`config.mk`:
```
export PLATFORM = sky130hd
export DESIGN_NAME = switch_debouncer
export DESIGN_NICKNAME = d
export VERILOG_FILES = /design/src/rtl/switch_debouncer.sv
export SDC_FILE = /design/constraint.sdc
export NUM_CORES = 1
export LEC_CHECK = 0
export ABC_AREA = 1
export CORE_MARGIN = 2
export CORE_UTILIZATION = 40
export CTS_BUF_LIST = sky130_fd_sc_hd__clkbuf_8
export DETAILED_ROUTE_END_ITERATION = 8
export SYNTH_ARGS = -nofsm -noshare
export SYNTH_HDL_FRONTEND = slang
export SYNTH_SLANG_ARGS = --single-unit
```
`constraint.sdc`:
```
create_clock -name clk -period 4.54 [get_ports clk]
set_input_delay 0.908 -clock clk [delete_from_list [all_inputs] [get_ports clk]]
set_output_delay 0.908 -clock clk [all_outputs]
set_load 0.03 [all_outputs]
```
`src/rtl/switch_debouncer.sv`:
```
// Per-bit switch debouncer: two-flop synchronizer followed by a stability counter per bit.
// A debounced bit changes only after its synchronized input holds a new level for STABLE_CYCLES clocks.
module switch_debouncer #(
   parameter int unsigned WIDTH         = 4,
   parameter int unsigned STABLE_CYCLES = 240000
) (
   input  logic             clk,
   input  logic             reset,
   input  logic [WIDTH-1:0] sw_raw,
   output logic [WIDTH-1:0] sw_db,
   output logic [WIDTH-1:0] sw_changed,
   output logic             any_changed
);

   localparam int unsigned CNT_W = $clog2(STABLE_CYCLES + 1);
   localparam logic [CNT_W-1:0] CNT_TERM = CNT_W'(STABLE_CYCLES - 1);

   logic [WIDTH-1:0] sync1_q, sync1_d;
   logic [WIDTH-1:0] sync2_q, sync2_d;
   logic [WIDTH-1:0] sw_db_q, sw_db_d;
   logic [WIDTH-1:0] sw_changed_q, sw_changed_d;
   logic             any_changed_q, any_changed_d;
   logic [CNT_W-1:0] cnt_q [WIDTH];
   logic [CNT_W-1:0] cnt_d [WIDTH];

   // Next-state: synchronizer shift plus independent per-bit qualification.
   always_comb begin
      sync1_d      = sw_raw;
      sync2_d      = sync1_q;
      sw_db_d      = sw_db_q;
      sw_changed_d = '0;
      for (int unsigned i = 0; i < WIDTH; i++) begin
         cnt_d[i] = '0;
         if (sync2_q[i] != sw_db_q[i]) begin
            if (cnt_q[i] == CNT_TERM) begin
               sw_db_d[i]      = sync2_q[i];
               sw_changed_d[i] = 1'b1;
            end else begin
               cnt_d[i] = cnt_q[i] + CNT_W'(1);
            end
         end
      end
      any_changed_d = |sw_changed_d;
   end

   always_ff @(posedge clk or posedge reset) begin
      if (reset) begin
         sync1_q       <= '0;
         sync2_q       <= '0;
         sw_db_q       <= '0;
         sw_changed_q  <= '0;
         any_changed_q <= 1'b0;
         for (int unsigned i = 0; i < WIDTH; i++) begin
            cnt_q[i] <= '0;
         end
      end else begin
         sync1_q       <= sync1_d;
         sync2_q       <= sync2_d;
         sw_db_q       <= sw_db_d;
         sw_changed_q  <= sw_changed_d;
         any_changed_q <= any_changed_d;
         for (int unsigned i = 0; i < WIDTH; i++) begin
            cnt_q[i] <= cnt_d[i];
         end
      end
   end

   assign sw_db       = sw_db_q;
   assign sw_changed  = sw_changed_q;
   assign any_changed = any_changed_q;

endmodule

```
# ---- After elaboration in Yosys (flattened, before gate mapping)
# Index checks and enable logic that the tools add are counted.
dict set report totals {
  out_inout_bits 9
  wordCells 45
  latch_bits 0
  register_bits 89
  inputBits 6
  romBits 0
  ramBits 0
  mem_count 0
}
dict set report classes {
  n_eq_ne 8
  muxes 16
  n_div 0
  add_sub_neg 4
  bitwise 0
  n_mul 0
  n_lt_le_gt_ge 0
  shifts 0
  reduce_logical 5
}
# cell count
set ops {}
lappend ops {{18-bit two-way mux} 8}
lappend ops {{18-bit by 1-bit adder with 18-bit output (second input constant)} 4}
lappend ops {{18-bit equality test (second input constant)} 4}
lappend ops {{1-bit two-way mux} 8}
lappend ops {{2-bit AND reduction} 4}
lappend ops {{1-bit != test} 4}
lappend ops {{4-bit OR reduction} 1}

# ---- Depth between registers and ports, before layout
# Gate-level depths: netlist of the first run.
dict set report logic_depth {
  word_depth 4
  mapped_depth 9
  mapped_depth_nobuf 9
}

# ---- Least setup slack after synthesis of the first run
# No wires, ideal clock.
dict set report synth_timing {
  path_kind {register -> output}
  start {register sw_db_q[2], in the netlist sw_db[2]}
  end {output port sw_db[2]}
  t_arrival_ns 0.536
  path_buffers 0
  required_time_ns 3.632
  slack_ns 3.096
  stages_incl_launch_ff 1
  cell_sequence {dfrtp_1}
}
# item line_no
set synth_lines {}
lappend synth_lines {{start: declaration} 20} ;# logic [WIDTH-1:0] sw_db_q, sw_db_d;
lappend synth_lines {{start signal: assignment} 59} ;# sw_db_q <= sw_db_d;
lappend synth_lines {{end: declaration} 10} ;# output logic [WIDTH-1:0] sw_db,
# No word-level cell between the ends.

# ---- Worst setup path after layout of the first run
dict set report layout_timing {
  start {register sw_db_q[0], in the netlist sw_db[0]}
  end {output port sw_db[0]}
}
# No word-level cell between the ends.

==> impl_metrics.env, run 1 <==
export IMPL_io_pins=15
export IMPL_critical_path_class="flip-flop to output port"
export IMPL_tightest_slew_ns=0.634
export IMPL_core_sq_um=11400
export IMPL_post_route_period_util_pct=52.3
export IMPL_slew_headroom_pct=57.4
export IMPL_worst_setup_path_start_kind="flip-flop"
export IMPL_setup_tns_ns=0
export IMPL_cts_repair_resized=0
export IMPL_power_density_nw_per_um2=267
export IMPL_hp_class="flip-flop to flip-flop"
export IMPL_setup_violations_final=0
export IMPL_antenna_found_initial=0
export IMPL_synth_seq_cells=89
export IMPL_grt_max_degree=34
export IMPL_grt_pass1_vias=3327
export IMPL_postCtsHoldBufs=0
export IMPL_synth_top_area_cell="dfrtp_1"
export IMPL_postSynthCellCount=535
export IMPL_grt_ovfl_total=0
export IMPL_layout_setup_ws_ns=2.17
export IMPL_drive_above_1_share_pct=18.3
export IMPL_worst_ir_drop_vdd_mv=0.141
export IMPL_finClkSkew_ns=0.0124
export IMPL_start_util_pct=40.8
export IMPL_viasPerCell=4.70
export IMPL_grt_pass1_wl_microns=15000
export IMPL_tritoncts="built"
export IMPL_cts_buffers=9
export IMPL_synth_area_leaders="dfrtp_1 (48%), nor2_1 (8.6%), nand2_1 (7.0%)"
export IMPL_drv_slew=0
export IMPL_drtPass1Iterations=4
export IMPL_wl_per_cell_microns=11.7
export IMPL_syn_to_final_growth_pct=11.0
export IMPL_finalCriticalPeriod_ns=2.37
export IMPL_crit_fanout=3
export IMPL_place_detailed_hpwl_microns=5980
export IMPL_fmax_mhz=421
export IMPL_postSynthNetCount=545
export IMPL_n_antenna_cell=0
export IMPL_crit_family="buffers and inverters"
export IMPL_stdcell_area_sq_um=5150
export IMPL_num_rows=39
export IMPL_cp_slowest_cell="clkdlybuf4s50_1"
export IMPL_ys_types=33
export IMPL_fin_nets=572
export IMPL_dpl_cell_area_sq_um=4980
export IMPL_critPathRequiredTime_ns=3.63
export IMPL_die_w_microns=112
export IMPL_synth_seq_area_share_pct=48.0
export IMPL_crit_buf_inv=1
export IMPL_die_h_microns=112
export IMPL_slowest_delay_ns=0.69
export IMPL_ant_nets=0
export IMPL_status="finished clean"
export IMPL_endpoint_kind="output port"
export IMPL_vias=3340
export IMPL_hold_ws_ns=0.356
export IMPL_dp_slack_ns=2.44
export IMPL_power_leakage_nw=2.25
export IMPL_routabilityCongestion=0.836
export IMPL_yosys_area_top_type_share_pct=48.0
export IMPL_cts_path_max_buffers=2
export IMPL_cts_root_buffer="clkbuf_8"
export IMPL_grt_setup_unrepaired="no"
export IMPL_post_cts_setup_buffer_count=0
export IMPL_die_area_sq_um=12500
export IMPL_drc_errors=0
export IMPL_netlist_area_sq_um=4640
export IMPL_first_iter_violations=194
export IMPL_ys_warn_count=0
export IMPL_critical_path_cell_chain="clkdlybuf4s50_1"
export IMPL_clk_insertion_delay_late_ns=0.35
export IMPL_wirelength_microns=8330
export IMPL_portBuffers=14
export IMPL_arrival_ns=1.47
export IMPL_maxCapViolations=0
export IMPL_htree_levels=3
export IMPL_postSynthAreaPerCell_sq_um=8.68
export IMPL_clk_pin_slew_ns=0.10
export IMPL_track_usage_pct=14.5
export IMPL_cts_sinks=89
export IMPL_finalHoldViolCount=0
## layer usage
metal  share of wire [%]  wire, microns  global-route usage (%)  vias up
met1                  52           4310                    20.3     1573
met5                   0              0                       0        -
li1                    -              -                       -     1725
met3                 2.0            170                    2.07        6
met2                  45           3760                    22.9       36
met4                 1.1             91                    5.19        0
## worst paths after layout
path                       cells after the start  startpoint  slack, ns    endpoint
setup / recovery                               1    sw_db[0]       2.17    sw_db[0]
setup reg to reg                               4    sw_db[0]       3.01   cnt_q[70]
hold / removal                                 0  sync1_q[0]       0.36  sync2_q[0]
hold reg to reg                                0  sync1_q[0]       0.36  sync2_q[0]
min in group asynchronous                      2       reset       0.88   cnt_q[66]
max in group asynchronous                      3       reset       2.88   cnt_q[41]
## synthesized netlist by cell type, drive strengths merged
library cell and n:
nor2 141, o21ai 5, nand2 114, dfrtp 89, and3 1, xor2 23
clkinv 1, o21bai 1, inv 57, xnor2 13, o22ai 2, nand3 41
a21oi 7, and2 1, nor3 21, nor3b 2, a31oi 7, nand4 2
ha 4, nand3b 3
## area by class of cell
cell class,instances,area (sq um)
repair buffers,16,155
clock inverters,7,52.6
fillers,1111,6210
flip-flops and latches,89,2230
multi-input cells,388,2190
inverters,58,223
well taps,143,179
clock buffers,9,124
## power by group
| group | switching (mW) | internal (mW) | total [mW] |
|---|---|---|---|
| logic | 0.0392 | 0.0168 | 0.0560 |
| registers | 0.00836 | 0.804 | 0.812 |
| clock network | 0.303 | 0.205 | 0.508 |
## metrics by stage
| step | power, mW | std cells | util (%) |
|---|---|---|---|
| 2_1_floorplan | 0.867 | 535 | - |
| 3_3_place_gp | 0.885 | 694 | 43.8 |
| 3_5_place_dp | 0.886 | 694 | 43.8 |
| 4_1_cts | 1.40 | 710 | 45.3 |
| 5_1_grt | 1.44 | 710 | 45.3 |
| 6_report | 1.38 | 710 | 45.3 |
## layout by cell type (no fill, tap or decap), drive strengths merged
| cell | netlist | final |
|---|---|---|
| xor2 | 23 | 23 |
| xnor2 | 13 | 13 |
| nor3b | 2 | 2 |
| nor3 | 21 | 21 |
| nand3b | 3 | 3 |
| a21oi | 7 | 7 |
| nand2 | 114 | 114 |
| clkbuf | 0 | 9 |
| dfrtp | 89 | 89 |
| nand3 | 41 | 41 |
| clkdlybuf4s50 | 0 | 14 |
| nor2 | 141 | 141 |
| ha | 4 | 4 |
| buf | 0 | 2 |
| o21ai | 5 | 5 |
| a31oi | 7 | 7 |
| and2 | 1 | 1 |
| clkinvlp | 0 | 1 |
| inv | 57 | 60 |
| o21bai | 1 | 1 |
| clkinv | 1 | 4 |
| nand4 | 2 | 2 |
| and3 | 1 | 1 |
| o22ai | 2 | 2 |
## worst register-to-register path, delay by kind of cell, from the launching register on
family,cells,cell delay [ns]
XOR/XNOR,1,0.46
flip-flops,1,0.43
AND/OR/NAND/NOR,2,0.30
buffers and inverters,1,0.23
## state kept, by name, indices dropped and copies added, names as in the netlist
| signal | cells |
|---|---|
| any_changed | 1 |
| cnt_q | 72 |
| sw_db | 4 |
| sync2_q | 4 |
| sw_changed | 4 |
| sync1_q | 4 |
## logic make-up (layout without fill, tap and decap cells)
kind of cell	count (synthesis)	in the layout	share of synthesized area (%)
AO/OA/AOI/OAI	22	22	2.75
XOR/XNOR	36	36	7.28
adder cells (fa/ha/maj)	4	4	1.08
buffers and inverters	58	90	4.77
flip-flops	89	89	48.0
AND/OR/NAND/NOR	326	326	36.2
No activity file was read; power rests on OpenSTA's default activity.
==> run 2: changes to the inputs <==
- clock period: 4.54 -> 1.9 ns (I/O delays scaled with it)
==> run 2 against run 1 <==
  * Sequential cell count is the same
  * Non-clock buffer count grew 2
  * Global-route usage grew 0.25 points
  * Register-to-register slack lost 2.6 ns
  * Clock-buffer cell count grew 3
  * Utilization grew 0.75 points
  * Die area is the same
  * Combinational power grew 150%
  * Worst setup slack lost 2.1 ns
  * Sequential power grew 140%
  * Sequential share of layout area shrank 0.70 points
  * Critical path depth is the same
  * Critical path type unchanged
  * Critical endpoint is now sw_db[1]
  * Highest routed layer unchanged
==> impl_metrics.env, run 2 (synthesis results as in run 1) <==
export IMPL_grt_pass1_vias=3426
export IMPL_fillCellCount=1118
export IMPL_hp_class="flip-flop to flip-flop"
export IMPL_wl_met2_microns=3940
export IMPL_syn_to_final_growth_pct=12.9
export IMPL_hold_ws_ns=0.354
export IMPL_critical_path_class="flip-flop to output port"
export IMPL_crit_fanout=3
export IMPL_critical_path_cell_chain="clkdlybuf4s50_1"
export IMPL_dp_slack_ns=0.409
export IMPL_total_power_mw=3.56
export IMPL_largest_reg_flops=72
export IMPL_cp_slowest_cell="clkdlybuf4s50_1"
export IMPL_htree_levels=3
export IMPL_clk_insertion_delay_late_ns=0.35
export IMPL_cts_sinks=89
export IMPL_power_density_nw_per_um2=679
export IMPL_fmax_mhz=546
export IMPL_routed_top_layer="met4"
export IMPL_cts_path_max_buffers=2
export IMPL_start_util_pct=40.8
export IMPL_cts_root_buffer="clkbuf_8"
export IMPL_n_antenna_cell=0
export IMPL_regMostFlops="cnt_q"
export IMPL_grt_setup_unrepaired="no"
export IMPL_io_pins=15
export IMPL_maxCapViolations=0
export IMPL_routabilityCongestion=0.858
export IMPL_die_w_microns=112
export IMPL_post_route_period_util_pct=96.5
export IMPL_first_iter_violations=141
export IMPL_die_area_sq_um=12500
export IMPL_fin_nets=574
export IMPL_finalHoldViolCount=0
export IMPL_finalCriticalPeriod_ns=1.83
export IMPL_grt_max_degree=90
export IMPL_worst_ir_drop_vdd_mv=0.386
export IMPL_wl_met3_microns=285
export IMPL_layout_setup_ws_ns=0.0672
export IMPL_setup_violations_final=0
export IMPL_layout_common_cells="nor2_1 (107), dfrtp_1 (89), nand2_1 (87), inv_1 (48), nand3_1 (36)"
export IMPL_wl_per_cell_microns=11.7
export IMPL_vias=3422
export IMPL_setup_tns_ns=0
export IMPL_die_h_microns=112
export IMPL_clk_pin_slew_ns=0.08
export IMPL_drtPass1Iterations=4
export IMPL_wl_met1_microns=4000
export IMPL_tightest_slew_ns=0.511
export IMPL_critPathRequiredTime_ns=1.52
export IMPL_drc_errors=0
export IMPL_crit_buf_inv=1
export IMPL_grt_ovfl_total=0
export IMPL_finClkSkew_ns=0.00828
export IMPL_num_rows=39
export IMPL_core_sq_um=11400
export IMPL_antenna_found_initial=0
export IMPL_arrival_ns=1.45
export IMPL_viasPerCell=4.81
export IMPL_crit_family="buffers and inverters"
export IMPL_portBuffers=14
export IMPL_ant_nets=0
export IMPL_tritoncts="built"
export IMPL_track_usage_pct=14.7
export IMPL_drive_above_1_share_pct=18.3
export IMPL_drv_slew=0
export IMPL_status="finished clean"
export IMPL_slowest_delay_ns=0.69
export IMPL_grt_pass1_wl_microns=15200
export IMPL_power_leakage_nw=2.31
export IMPL_wirelength_microns=8320
export IMPL_endpoint_kind="output port"
export IMPL_cts_buffers=9
export IMPL_place_detailed_hpwl_microns=6050
export IMPL_slew_headroom_pct=65.7
export IMPL_post_cts_setup_buffer_count=0
export IMPL_layout_commonest_cell="nor2_1"
export IMPL_worst_setup_path_start_kind="flip-flop"
## run 2: changes by cell type in the layout (fill, tap and decap cells not counted)
cell,change
buf_12,+1
buf_4,+1
bufinv_16,+2
clkbuf_8,+3
clkdlybuf4s50_1,-1
clkinv_2,-3
dlymetal6s2s_1,+1
inv_1,+1
inv_6,-4
## run 2: layer usage
metal	global-route usage [%]	vias up
met2	23.8	45
met3	3.65	10
met1	19.8	1634
met4	4.20	0
li1	-	1733
met5	0	-
## run 2: final timing paths
| kind | startpoint | end | slack (ns) | cells after the start |
|---|---|---|---|---|
| max in group asynchronous | reset | cnt_q[9] | 1.02 | 3 |
| hold / removal | sync1_q[0] | sync2_q[0] | 0.35 | 0 |
| setup / recovery | sw_db[1] | sw_db[1] | 0.07 | 1 |
| hold reg to reg | sync1_q[0] | sync2_q[0] | 0.35 | 0 |
| setup reg to reg | cnt_q[54] | cnt_q[59] | 0.42 | 8 |
| min in group asynchronous | reset | cnt_q[22] | 0.49 | 3 |
## run 2: stage by stage
stage / instance area [sq um] / utilization, % / instances
after floorplan: 4650 / - / 535
after global placement: 5010 / 44.1 / 696
after detailed placement: 5010 / 44.1 / 696
after CTS: 5240 / 46.1 / 711
after global routing: 5240 / 46.1 / 711
final: 5240 / 46.1 / 711
## run 2: layout make-up
class / instances / area, sq um / area share, %
Multi-Input combinational cell: 388 / 2190 / 41.9
Timing Repair Buffer: 18 / 185 / 3.53
Clock inverter: 3 / 63.8 / 1.22
Tap cell: 143 / 179 / 3.41
Inverter: 58 / 225 / 4.30
Sequential cell: 89 / 2230 / 42.5
Clock buffer: 12 / 165 / 3.15
## run 2: what timing repair did
action / CTS / global route
hold buffers: 0 / 0
resized for setup: 0 / 1
endpoints found under the setup margin: 0 / 1
## run 2: report_power, final
part	switching, mW	leakage [nW]	internal, mW
logic	0.0938	0.973	0.0462
clock network	0.640	0.120	0.838
registers	0.0201	1.22	1.92
total	0.753	2.31	2.80
